[src/rtl/usd_apu_cmd_bridge.sv]
`timescale 1ns/1ps
`default_nettype none
// +--------------------------------------------------------------------------+
// | Module      : usd_apu_cmd_bridge                                         |
// | Description : Issues one SD command word into a command FIFO, then waits |
// |               for and captures the matching result word, with timeout.   |
// | Revision    : 1.0                                                        |
// +--------------------------------------------------------------------------+
module usd_apu_cmd_bridge #(
   parameter logic [23:0] TIMEOUT_CYCLES = 24'd8000000
) (
   input  logic        apuClk,
   input  logic        sysRstN,
   input  logic        start,
   input  logic        abort,
   input  logic [5:0]  cmdIndex,
   input  logic [31:0] cmdArg,
   input  logic        dataPhase,
   input  logic [7:0]  cmdTag,
   input  logic        cmdRdyRd,
   input  logic        resultPending,
   input  logic [35:0] resultFifoData,
   output logic [71:0] cmdFifoData,
   output logic        cmdFifoWrEn,
   output logic        resultFifoRdEn,
   output logic        busy,
   output logic        done,
   output logic [31:0] respData,
   output logic [3:0]  respStatus,
   output logic        timeout
);

   typedef enum logic [2:0] {
      S_IDLE     = 3'd0,
      S_ISSUE    = 3'd1,
      S_WAIT_RES = 3'd2,
      S_READ_RES = 3'd3,
      S_CAPTURE  = 3'd4,
      S_DONE     = 3'd5
   } state_t;

   state_t      state_q,       state_d;
   logic [23:0] wait_cnt_q,    wait_cnt_d;
   logic [71:0] cmd_word_q,    cmd_word_d;
   logic [31:0] resp_data_q,   resp_data_d;
   logic [3:0]  resp_status_q, resp_status_d;
   logic        timeout_q,     timeout_d;

   always_ff @(posedge apuClk or negedge sysRstN) begin
      if (!sysRstN) begin
         state_q       <= S_IDLE;
         wait_cnt_q    <= 24'd0;
         cmd_word_q    <= 72'd0;
         resp_data_q   <= 32'd0;
         resp_status_q <= 4'd0;
         timeout_q     <= 1'b0;
      end else begin
         state_q       <= state_d;
         wait_cnt_q    <= wait_cnt_d;
         cmd_word_q    <= cmd_word_d;
         resp_data_q   <= resp_data_d;
         resp_status_q <= resp_status_d;
         timeout_q     <= timeout_d;
      end
   end

   always_comb begin
      state_d        = state_q;
      wait_cnt_d     = 24'd0;
      cmd_word_d     = cmd_word_q;
      resp_data_d    = resp_data_q;
      resp_status_d  = resp_status_q;
      timeout_d      = timeout_q;
      cmdFifoWrEn    = 1'b0;
      resultFifoRdEn = 1'b0;
      done           = 1'b0;

      // Abort wins over everything and leaves the captured response untouched.
      if (abort) begin
         state_d = S_IDLE;
      end else begin
         case (state_q)
            S_IDLE: begin
               if (start) begin
                  cmd_word_d = {cmdTag, cmdIndex, 8'd0, dataPhase, 17'd0, cmdArg};
                  timeout_d  = 1'b0;
                  state_d    = S_ISSUE;
               end
            end
            S_ISSUE: begin
               if (cmdRdyRd) begin
                  cmdFifoWrEn = 1'b1;
                  state_d     = S_WAIT_RES;
               end
            end
            S_WAIT_RES: begin
               wait_cnt_d = wait_cnt_q + 24'd1;
               // A result on the final count is taken, not timed out.
               if (!resultPending) begin
                  resultFifoRdEn = 1'b1;
                  state_d        = S_READ_RES;
               end else if (wait_cnt_q == TIMEOUT_CYCLES - 24'd1) begin
                  timeout_d     = 1'b1;
                  resp_status_d = 4'hF;
                  state_d       = S_DONE;
               end
            end
            S_READ_RES: begin
               state_d = S_CAPTURE;
            end
            S_CAPTURE: begin
               resp_data_d   = resultFifoData[31:0];
               resp_status_d = resultFifoData[35:32];
               state_d       = S_DONE;
            end
            S_DONE: begin
               done    = 1'b1;
               state_d = S_IDLE;
            end
            default: begin
               state_d = S_IDLE;
            end
         endcase
      end
   end

   assign busy        = (state_q != S_IDLE);
   assign cmdFifoData = cmd_word_q;
   assign respData    = resp_data_q;
   assign respStatus  = resp_status_q;
   assign timeout     = timeout_q;

endmodule
`default_nettype wire

[config.mk]
export PLATFORM = sky130hd
export DESIGN_NAME = usd_apu_cmd_bridge
export DESIGN_NICKNAME = d
export VERILOG_FILES = /design/src/rtl/usd_apu_cmd_bridge.sv
export SDC_FILE = /design/constraint.sdc
export NUM_CORES = 1
export LEC_CHECK = 0
export CAP_MARGIN = 20
export CORE_UTILIZATION = 46
export CTS_CLUSTER_DIAMETER = 80
export DETAILED_ROUTE_END_ITERATION = 8
export GPL_TIMING_DRIVEN = 0
export PLACE_DENSITY = 0.85
export SYNTH_ARGS = -nofsm -noshare
export SYNTH_HDL_FRONTEND = slang
export SYNTH_SLANG_ARGS = --single-unit
[constraint.sdc]
create_clock -name apuClk -period 5 [get_ports apuClk]
set_input_delay 0.5 -clock apuClk [delete_from_list [all_inputs] [get_ports apuClk]]
set_output_delay 0.5 -clock apuClk [all_outputs]
set_load 0.05 [all_outputs]
==> reports/metrics.cfg <==
[floorplan]
start_util_pct = 47.2
rows = 37
die_w_um = 104
coreArea_um2 = 10200
ios = 202
dieArea_um2 = 10900
die_y_um = 104

[routing]
wl_um = 11200
via_count = 3668
drtPass1Iterations = 5
vias_per_cell = 5.05
ant_nets = 0
drc = 0
drt_iter0_drc = 248
wire_per_inst_um = 15.4

[global_route]
antenna_found_initial = 0
grt_overflow_total = 0
grt_max_degree = 63
grt_use_total_pct = 21.4
first_global_vias = 3835
grt_pass1_wl_um = 18600

[synthesis]
synth_warnings = 0
synth_compound_area_share_pct = 3.34
synth_top_family_by_area = multiplexers
synth_mux_area_share_pct = 19.7
synth_ff_type = dfrtp_1
synthTopCellsByCount = dfrtp_1, mux2_2, buf_4, nor2_1, nand2_1
syn_avg_cell_area_um2 = 13.0
seq_area_frac_synth_pct = 57.5
synth_top_cell_area_share_pct = 57.5
yosys-top-cells-area = dfrtp_1, mux2_2, buf_4
ys_seq_elements = 111
syn_inst = 373
synthSimpleGateAreaFrac_pct = 10.6
ys_types = 45
synth_largest_area_cell = dfrtp_1
synth.most_common_cell = dfrtp_1
synthAdderAreaFrac_pct = 0.259
syn_area_um2 = 4830
ys_async_sr_fraction_pct = 100
synth-edff-count = 0
synth_xor_area_share_pct = 2.36

[timing]
layout_min_cycle_time_ns = 3.13
finalSetupViolations = 0
rsz0062_at_grt = no
hold_ws_ns = 0.157
clock_skew_ns = 0.0173
slew_viol_final = 0
final.period_utilization_pct = 62.5
hold_violations = 0
final.setup.tns_ns = 0
relSlewSlack_pct = 53.8
fmax_mhz = 320
tightest_slew_ns = 0.691

[setup_path]
path_max_fanout = 10
path_cells = clkdlybuf4s50_1, nor2_1, nand3b_1, buf_1, nor2_1, clkdlybuf4s50_1
crit_type = in2out
worstPathRequired_ns = 4.50
end_kind = output pin
cpMaxStageDelayCell = clkdlybuf4s50_1
slowest_delay_ns = 0.83
arrival_ns = 2.63
startpoint_type = primary input

[finish]
synthToLayoutAreaGrowth_pct = 46.1
drive_gt1_share_pct = 23.4
antenna_cells = 0
fin_util_pct = 69.0
nets = 675
final_area_um2 = 7060

[min_path]
hold_class = in2async

[cts]
post_cts_resized = 0
cts.path.max_buffers = 2
clk_latency_ns = 0.37
numCtsBuffers = 9
clock-sinks = 111
post_cts_buffers = 0
root_buffer = clkbuf_8
clk_pin_slew_ns = 0.11
cts_hold_buffers = 0
cts_tree = done
h-tree-depth = 3

[place]
place_hpwl_um = 8260
placed_cell_area_um2 = 6880
port_buffers = 176
gp_congestion = 0.867

[run]
maxCapViolations = 0

[power_and_ir_drop]
leakage_nw = 3.08
pwr_density_cell_nw_per_um2 = 534
vdd_ir_drop_max_mv = 0.412

[run_status]
status = completed

==> flip-flops by register name, summed over array words and instances, names as in the netlist <==
name         cells
cmdFifoData     47
respData        32
respStatus       4
state_q          3
timeout          1
wait_cnt_q      24
==> cell usage in the layout (no fill, tap or decap), types with 2 or more instances in the layout <==
cell | Yosys | final
clkdlybuf4s50_1 | 0 | 175
nand4_1 | 9 | 9
nor3_1 | 3 | 3
nor2_1 | 25 | 25
buf_6 | 2 | 2
mux2i_1 | 6 | 6
clkbuf_8 | 0 | 9
or3_1 | 2 | 2
xnor2_1 | 3 | 3
xor2_1 | 10 | 10
o21a_1 | 2 | 2
conb_1 | 1 | 25
and2_1 | 4 | 4
clkbuf_1 | 6 | 7
buf_2 | 9 | 9
a21oi_1 | 10 | 10
nand2_1 | 11 | 11
and4_1 | 3 | 3
mux2_2 | 78 | 78
inv_6 | 0 | 3
nor4b_1 | 3 | 3
and3_1 | 3 | 3
dfrtp_1 | 111 | 111
inv_1 | 5 | 5
o31ai_1 | 4 | 4
or4_1 | 4 | 4
o21ai_0 | 4 | 4
nand2b_1 | 3 | 3
nand3_1 | 9 | 9
buf_4 | 25 | 26
==> through the flow <==
| step | worst slack [ns] | total power (W) | std cells |
|---|---|---|---|
| global placement | -0.706 | 0.00325 | 709 |
| CTS | 1.86 | 0.00379 | 726 |
| detailed placement | 1.85 | 0.00329 | 710 |
| floorplan | 2.11 | 0.00257 | 397 |
| finish | 1.87 | 0.00376 | 726 |
| global route | 1.73 | 0.00392 | 726 |
==> report_power, final <==
group	switching [W]	total [W]	internal [W]	leakage, nW
clock network	0.000315	0.000506	0.000191	0.0936
registers	0.000129	0.00129	0.00116	1.40
logic	0.00125	0.00197	0.000718	1.58
==> worst paths after layout <==
kind                                          from                          end  slack (ns)  cells after the start
max in group asynchronous                  sysRstN  cmdFifoData[15]$_DFFE_PN0P_        4.12                      2
max                                          abort               resultFifoRdEn        1.87                      6
min                                        sysRstN      respData[8]$_DFFE_PN0P_        0.16                      1
min reg2reg                wait_cnt_q[0]$_DFF_PN0_      wait_cnt_q[0]$_DFF_PN0_        0.46                      1
max reg2reg                 state_q[2]$_DFFE_PN0P_    respStatus[1]$_DFFE_PN0P_        2.99                      5
min in group apuClk        wait_cnt_q[0]$_DFF_PN0_      wait_cnt_q[0]$_DFF_PN0_        0.46                      1
==> cells by family after synthesis <==
group           count (synthesis)
simple gates                   89
mux                            85
compound gates                 25
buf+inv                        48
xor+xnor                       13
flops                         111
fa+ha+maj                       1
other cells                     1
==> per-layer routing <==
metal	share of wire [%]	wire length [um]	GRT usage, %
met3	8.2	917	6.58
met1	39	4360	25.2
met2	50	5600	36.0
met4	2.5	280	9.49
met5	0	0	0
==> worst max-delay path: cells and delay by family <==
kind,cells,cell delay [ns]
buffers and inverters,3,1.61
AND/OR/NAND/NOR,3,0.51
==> layout make-up <==
cell class,count,area [um^2]
buffer,43,282
clock buffer,10,128
timing repair buffer,177,1790
inverter,5,18.8
clock inverter,6,51.3
tap,136,170
sequential,111,2780
multi-input combinational,238,1840
fill,770,3170
No activity file was read; power rests on OpenSTA's default activity.
